==> src/rtl/pre_if_stage.sv <==
// pre_if_stage: next-PC selection and fetch request issue; optional PRE_IF_ADEF_EN flags misaligned PCs as adef
module pre_if_stage (
   input  logic        clk,
   input  logic        reset,
   output logic        inst_sram_req,
   output logic        inst_sram_wr,
   output logic [1:0]  inst_sram_size,
   output logic [31:0] inst_sram_addr,
   input  logic        inst_sram_addr_ok,
   input  logic        if_allowin,
   input  logic [33:0] br_bus,
   input  logic        flush,
   input  logic [31:0] excep_entry,
   output logic        to_if_valid,
   output logic [32:0] to_if_bus
);
   logic [31:0] pc_reg, redir_pc, pre_pc, br_target;
   logic        redir_valid, redir_is_flush, pre_adef, br_stall, br_taken, go, hs;
   assign {br_stall, br_taken, br_target} = br_bus;
   assign pre_pc = flush ? excep_entry : redir_valid ? redir_pc : br_taken ? br_target : pc_reg + 32'd4;
`ifdef PRE_IF_ADEF_EN
   assign pre_adef = |pre_pc[1:0];
`else
   assign pre_adef = 1'b0;
`endif
   assign go             = ~reset & if_allowin & (~br_stall | flush);
   assign inst_sram_req  = go & ~pre_adef;
   assign hs             = go & (pre_adef | inst_sram_addr_ok);
   assign inst_sram_wr   = 1'b0;
   assign inst_sram_size = 2'b10;
   assign inst_sram_addr = pre_pc;
   assign to_if_valid    = hs;
   assign to_if_bus      = {pre_pc, pre_adef};
   // advance the PC on handshake, otherwise remember any redirect so it is not lost; a flush is never displaced by a branch
   always_ff @(posedge clk) begin
      if (reset) begin
         pc_reg         <= 32'h1bfffffc;
         redir_valid    <= 1'b0;
         redir_is_flush <= 1'b0;
         redir_pc       <= 32'h0;
      end else if (hs) begin
         pc_reg         <= pre_pc;
         redir_valid    <= 1'b0;
         redir_is_flush <= 1'b0;
      end else if (flush) begin
         redir_valid    <= 1'b1;
         redir_is_flush <= 1'b1;
         redir_pc       <= excep_entry;
      end else if (br_taken & ~br_stall & ~(redir_valid & redir_is_flush)) begin
         redir_valid    <= 1'b1;
         redir_is_flush <= 1'b0;
         redir_pc       <= br_target;
      end
   end
endmodule

==> config.mk <==
export PLATFORM = sky130hd
export DESIGN_NAME = pre_if_stage
export DESIGN_NICKNAME = d
export VERILOG_FILES = /design/src/rtl/pre_if_stage.sv
export SDC_FILE = /design/constraint.sdc
export NUM_CORES = 1
export LEC_CHECK = 0
export BUFFER_PORTS_ARGS = -buffer_cell sky130_fd_sc_hd__buf_4
export CAP_MARGIN = 30
export CORE_MARGIN = 3
export CORE_UTILIZATION = 40
export CTS_CLUSTER_SIZE = 25
export DETAILED_ROUTE_END_ITERATION = 8
export HOLD_SLACK_MARGIN = 0.08
export PLACE_DENSITY_LB_ADDON = 0.05
export SYNTH_ARGS = -nofsm -noshare
export SYNTH_HDL_FRONTEND = slang
export SYNTH_SLANG_ARGS = --single-unit
==> constraint.sdc <==
create_clock -name clk -period 2.1 [get_ports clk]
set_input_delay 0.105 -clock clk [delete_from_list [all_inputs] [get_ports clk]]
set_output_delay 0.105 -clock clk [all_outputs]
set_load 0.01 [all_outputs]
==> impl_metrics.yaml, run 1 <==
setup_path:
  cpMaxStageDelayCell: "or4_4"
  crit_start: "pc_reg[2]$_SDFFE_PP1P_"
  rr_startpoint: "pc_reg[2]$_SDFFE_PP1P_"
  crit_family: "simple AND/OR/NAND/NOR gates"
  arrival_ns: 2.27
  path_buf_inv: 1
  crit_fanout: 4
  crit_path_end_kind: "output pin"
  worstPathRequired_ns: 2.00
  critPathKind: "flop to output pin"
  cp_cell_sequence: "ha_4, nand3_4, or4_4, or3_4, a21oi_4, or2_4, buf_6"
  startpoint_type: "flop"
  cp_slowest_stage_delay_ns: 0.56
pwr:
  combPwrFrac: 0.406
  p_leak_nw: 3.04
  power_mw: 4.95
  netSwitchingPower_mw: 1.66
  p_sw_frac: 0.336
  powerDensity_mw_per_mm2: 692
  seqPwrFrac: 0.291
  clock_power_share: 0.302
  internal-power_mw: 3.29
  ir_drop_v: 0.000331
clocking:
  cts_buffer_depth: 2
  cts-buffers-inserted: 9
  insertion_delay_ns: 0.33
  h-tree-depth: 3
  path_clk_slew_ns: 0.06
  cts_tree: "yes"
  cts_sinks: 66
  cts_root_buffer: "clkbuf_16"
hold_path:
  hp-class: "input port to flop"
  min-delay-start: "excep_entry[18]"
yosys:
  yosysTopAreaCellShare: 0.280
  synth_seq_area_share: 0.280
  yosys.area.top_type: "dfxtp_1"
  synthFlopType: "dfxtp_1"
  synth_edf_count: 0
  synthArstFlopShare: 0
  syn_area_mm2: 0.00472
  synth.distinct_cells: 62
  synth-seq-cells: 66
  yosys_warnings: 0
  synthTopCellsByArea: "dfxtp_1, buf_4, mux2i_1, o21ai_0, nor2_1"
  avgSynthCellArea_um2: 7.62
  synth_cells: 619
grt:
  grtUsageTotal: 0.242
  grt_antenna_before_repair: 0
  first_global_vias: 5021
  grt_pass1_wl_um: 25400
  grt_max_degree: 76
  grt_overflow: 0
place:
  gp_routability_congestion: 0.853
  portBuffers: 136
  place_inst: 862
  dp_hpwl_um: 10800
run_status:
  status: "finished with violations"
  violations: "setup timing"
cells_and_area:
  drive_gt1_frac: 0.403
  n_antenna_cell: 0
  stdcell_count: 933
  nets: 857
  area_growth_pct: 51.7
timing:
  min_period_ns: 2.37
  fin_skew_ns: 0.00822
  hold_violations: 0
  setup_violations: 36
  layout_setup_ws_ns: -0.272
  min_period_over_period: 1.13
  maxSlewViolCount: 0
  relSlewSlack: 0.529
  tightest_slew_ns: 0.706
  rsz0062_at_grt: "true"
  finalSetupTns_ns: -4.39
  fmax_ghz: 0.422
route:
  drt_drc_violations_left: 0
  viasPerCell: 5.70
  drt_wl_total_um: 16700
  antenna_left: 0
  drtIter0Drc: 263
  wire_per_inst_um: 17.9
  routed-via-count: 5321
  first_pass_iters: 4
floorplanning:
  num_rows: 39
  die_x_um: 115
  die_area_mm2: 0.0131
  start_util: 0.411
  die_h_um: 115
  io_pins: 141
  core-area_mm2: 0.0115
run:
  cap_violations: 0
==> power groups by stage <==
| stage | logic (mW) | clock network (mW) | registers [mW] |
|---|---|---|---|
| after floorplan | 0.937 | 0 | 1.45 |
| after global placement | 1.50 | 0 | 1.45 |
| after detailed placement | 1.52 | 0 | 1.46 |
| after CTS | 1.78 | 1.53 | 1.44 |
| after global routing | 2.15 | 1.58 | 1.46 |
| final | 2.01 | 1.50 | 1.44 |
==> logic make-up after synthesis <==
family          count (synthesis)  synth area share
fa+ha+maj                       1           0.00265
compound gates                201             0.286
xor+xnor                       19            0.0353
other cells                     2           0.00159
buf+inv                        91             0.104
flops                          66             0.280
simple gates                  211             0.230
mux                            28            0.0602
==> path summary, 6_finish.rpt <==
| kind | slack [ns] | endpoint | cells after the start |
|---|---|---|---|
| setup / recovery | -0.27 | to_if_bus[17] | 7 |
| hold / removal | 0.09 | redir_pc[18]$_SDFFE_PP0P_ | 3 |
| setup reg to reg | 0 | pc_reg[10]$_SDFFE_PP1P_ | 10 |
| hold reg to reg | 0.48 | pc_reg[1]$_SDFFE_PP0P_ | 2 |
==> synth_stat cells, types with 12 or more instances <==
library cell,number
a21oi_1,33
xor2_1,12
a211oi_1,21
nor2_1,57
mux2i_1,25
clkbuf_1,34
a311oi_1,13
buf_4,37
o21ai_0,49
o31ai_1,12
dfxtp_1,66
or3_1,14
nand2_1,55
o21a_1,19
==> stage by stage <==
stage	instance area (µm²)	setup WS, ns	hold WS (ns)	utilization
global placement	5870	0.0200	0.362	0.512
CTS	6750	-0.246	0.0865	0.588
finish	7150	-0.272	0.0887	0.624
floorplan	4740	-0.0161	0.251	-
global route	7150	-0.330	0.0969	0.624
detailed placement	5870	0.00409	0.370	0.512
==> routing by layer <==
layer	global-route usage	vias up	part of all wire
met2	0.431	171	0.50
li1	-	2555	-
met3	0.0476	26	0.053
met1	0.297	2569	0.43
met5	0	-	0
met4	0.0618	0	0.018
==> cell type report <==
class | instances | area, µm²
Timing Repair Buffer | 235 | 1980
Clock buffer | 11 | 233
Sequential cell | 66 | 1350
Multi-Input combinational cell | 464 | 3320
Tap cell | 143 | 179
Inverter | 9 | 37.5
Clock inverter | 5 | 55.1
Fill cell | 961 | 4310
==> what timing repair did <==
item	CTS	global route
gates cloned	0	1
endpoints found under the setup margin	52	55
hold buffers	17	0
endpoints found under the hold margin	11	0
gates resized for setup	68	63
pin swaps	28	28
setup buffers	19	18
==> cells in the final DEF, fill, tap and decap left out, drive strengths merged, types with 13 or more instances in the layout <==
cell | netlist | layout
o21ai | 49 | 49
a211oi | 21 | 21
buf | 48 | 217
dlygate4sd3 | 0 | 17
a21oi | 34 | 34
dfxtp | 66 | 66
or3 | 16 | 16
nor2 | 57 | 57
o21a | 19 | 19
a311oi | 13 | 13
nand2 | 55 | 55
mux2i | 25 | 25
==> tightest hold or removal path, stage by stage <==
cell and delay, ns:
buf_4 0.11, nand2_1 0.07, a311oi_1 0.08
Power figures use the tool's default switching activity.
==> run 2: changes to the inputs <==
Settings changed: ABC_AREA set to 1.
==> run 2 against run 1 <==
  * Synthesized cell count increased by 24%
  * Largest power group is now the clock network
  * Sequential share of layout area is 1.6 points higher
  * Count of clock-buffer cells in the layout grew 1
  * Cell area fell by 7.9%
  * Critical path type unchanged
  * The flow now finishes without violations
  * Area after synthesis down 1.9%
  * Final cell count increased by 14%
  * Register-to-register slack better by 0.14 ns
  * Critical endpoint is now inst_sram_addr[8]
==> impl_metrics.yaml, run 2 <==
route:
  drtIter0Drc: 358
  drt_wl_total_um: 15500
  drt_drc_violations_left: 0
  met1Wirelength_um: 6950
  viasPerCell: 5.15
  wire_per_inst_um: 14.6
  antenna_left: 0
  routed-wl-met3_um: 1110
  routed-via-count: 5467
  wl_met2_um: 7200
  first_pass_iters: 6
  highest_layer: "met4"
setup_path:
  critPathKind: "flop to output pin"
  arrival_ns: 1.98
  r2r_end: "pc_reg[20]$_SDFFE_PP1P_"
  crit_family: "simple AND/OR/NAND/NOR gates"
  worstPathRequired_ns: 2.00
  cp_num_cells: 10
  cp_cell_sequence: "ha_4, nand2_4, nor2_4, buf_4, nand2_1, o21ai_0, o21ai_0, nand2_1, nand2_1, buf_4"
  r2r_slack_ns: 0.14
  startpoint_type: "flop"
  cp_slowest_stage_delay_ns: 0.36
  rr_startpoint: "pc_reg[2]$_SDFFE_PP1P_"
  cpMaxStageDelayCell: "dfxtp_4"
  crit_start: "pc_reg[2]$_SDFFE_PP1P_"
  crit_path_end_kind: "output pin"
  crit_end: "inst_sram_addr[8]"
  path_buf_inv: 2
  path_common_cell: "nand2_1"
  crit_fanout: 3
  r2r_cells: 14
clocking:
  cts_tree: "yes"
  cts_root_buffer: "clkbuf_16"
  insertion_delay_ns: 0.33
  cts_buffer_depth: 2
  h-tree-depth: 3
  cts-buffers-inserted: 9
  cts_sinks: 66
  path_clk_slew_ns: 0.06
yosys:
  avgSynthCellArea_um2: 6.05
  synth_top_family_by_area: "simple AND/OR/NAND/NOR gates"
  synthFlopType: "dfxtp_1"
  synth_compound_area_frac: 0.181
  synth_cells: 765
  yosys_warnings: 0
  yosys.cell_count.top_type: "nand2_1"
  synth-seq-cells: 66
  yosys.area_share.xor_xnor: 0.0151
  synth_seq_area_share: 0.286
  synth.distinct_cells: 36
  yosysTopAreaCellShare: 0.286
  synthAdderAreaFrac: 0.00270
  synth_edf_count: 0
  synthMuxAreaShare: 0
  synthArstFlopShare: 0
  ys_top_cells_by_count: "nand2_1, nor2_1, dfxtp_1"
  syn_area_mm2: 0.00463
  yosys.area.top_type: "dfxtp_1"
  yosys.area_share.simple: 0.355
  synthTopCellsByArea: "dfxtp_1, nand2_1, nor2_1, o21ai_0, buf_4"
grt:
  grt_pass1_wl_um: 25100
  grt_antenna_before_repair: 0
  grt_overflow: 0
  grt_max_degree: 61
  first_global_vias: 5171
  grtUsageTotal: 0.237
floorplanning:
  die_h_um: 114
  core-area_mm2: 0.0111
  num_rows: 38
  die_x_um: 114
  start_util: 0.418
  die_area_mm2: 0.0129
  io_pins: 141
place:
  dp_slack_ns: 0.264
  gp_routability_congestion: 0.893
  dp_hpwl_um: 10600
  portBuffers: 136
timing:
  fmax_ghz: 0.480
  tightest_slew_ns: 0.755
  min_period_ns: 2.08
  setup_violations: 0
  hold_violations: 0
  fin_skew_ns: 0.00546
  maxSlewViolCount: 0
  min_period_over_period: 0.991
  hold_ws_ns: 0.0832
  relSlewSlack: 0.493
  layout_setup_ws_ns: 0.0184
  rsz0062_at_grt: "true"
pwr:
  powerDensity_mw_per_mm2: 724
  ir_drop_v: 0.000411
  p_leak_nw: 3.34
run:
  cap_violations: 0
hold_path:
  min-delay-start: "excep_entry[9]"
  hp-class: "input port to flop"
run_status:
  status: "complete, no violations"
cells_and_area:
  n_antenna_cell: 0
  final_cell_mix: "nand2_1, buf_4, nor2_1"
  final_common_cell: "nand2_1"
  drive_gt1_frac: 0.271
  fill_cells: 1049
  nets: 989
  area_growth_pct: 42.4
==> run 2: per-layer routing <==
layer / vias to the layer above / global-route usage
met5: - / 0
met4: 0 / 0.0825
met3: 20 / 0.0408
met2: 214 / 0.388
met1: 2503 / 0.315
li1: 2730 / -
==> run 2: final cells by class <==
type,count,area [µm²],area share
sequential,66,1350,0.205
timing repair buffer,212,1760,0.267
tap,140,175,0.0266
clock buffer,12,267,0.0405
inverter,67,254,0.0386
clock inverter,4,72.6,0.0110
multi-input combinational,561,2710,0.411
==> run 2: tightest hold or removal path: stages <==
cell and delay (ns):
buf_4 0.08, nand2_1 0.07, a31oi_1 0.13
==> run 2: kinds of logic (layout without fill, tap and decap cells) <==
group	after synthesis	count (layout)
AND/OR/NAND/NOR	396	396
AO/OA/AOI/OAI	152	152
flip-flops	66	66
adder cells (fa/ha/maj)	1	1
other	2	4
buffers and inverters	140	295
XOR/XNOR	8	8
==> run 2: worst min path at each step <==
| stage | cells past startpoint | endpoint | slack (ns) |
|---|---|---|---|
| 6_report | 3 | redir_pc[9]$_SDFFE_PP0P_ | 0.08 |
| 5_1_grt | 3 | redir_pc[9]$_SDFFE_PP0P_ | 0.09 |
| 4_1_cts | 3 | redir_pc[13]$_SDFFE_PP0P_ | 0.08 |
| 3_5_place_dp | 3 | redir_pc[0]$_SDFFE_PP0P_ | 0.39 |
| 3_3_place_gp | 3 | redir_pc[3]$_SDFFE_PP0P_ | 0.38 |
| 2_1_floorplan | 2 | redir_pc[0]$_SDFFE_PP0P_ | 0.27 |
==> run 2: metrics by stage <==
| step | total power [mW] | util | std cells | instance area, µm² | setup TNS [ns] |
|---|---|---|---|---|---|
| 5_1_grt | 5.05 | 0.595 | 1062 | 6590 | -1.33 |
| 4_1_cts | 4.71 | 0.580 | 1058 | 6420 | 0 |
| 3_5_place_dp | 2.87 | 0.492 | 984 | 5450 | 0 |
| 2_1_floorplan | 2.41 | - | 767 | 4630 | 0 |
| 6_report | 4.77 | 0.595 | 1062 | 6590 | 0 |
| 3_3_place_gp | 2.84 | 0.492 | 984 | 5450 | 0 |
==> run 2: where the power goes <==
group / leakage, nW / total (mW) / switching, mW / internal (mW)
combinational: 2.64 / 1.63 / 0.922 / 0.707
clock: 0.165 / 1.71 / 0.572 / 1.13
sequential: 0.539 / 1.43 / 0.0768 / 1.35
==> run 2: repair_timing <==
action	CTS	global route
hold endpoints to repair	32	0
buffers inserted	5	4
resized for setup	18	58
endpoints found under the setup margin	23	52
pin swaps	9	18
hold buffers	53	0
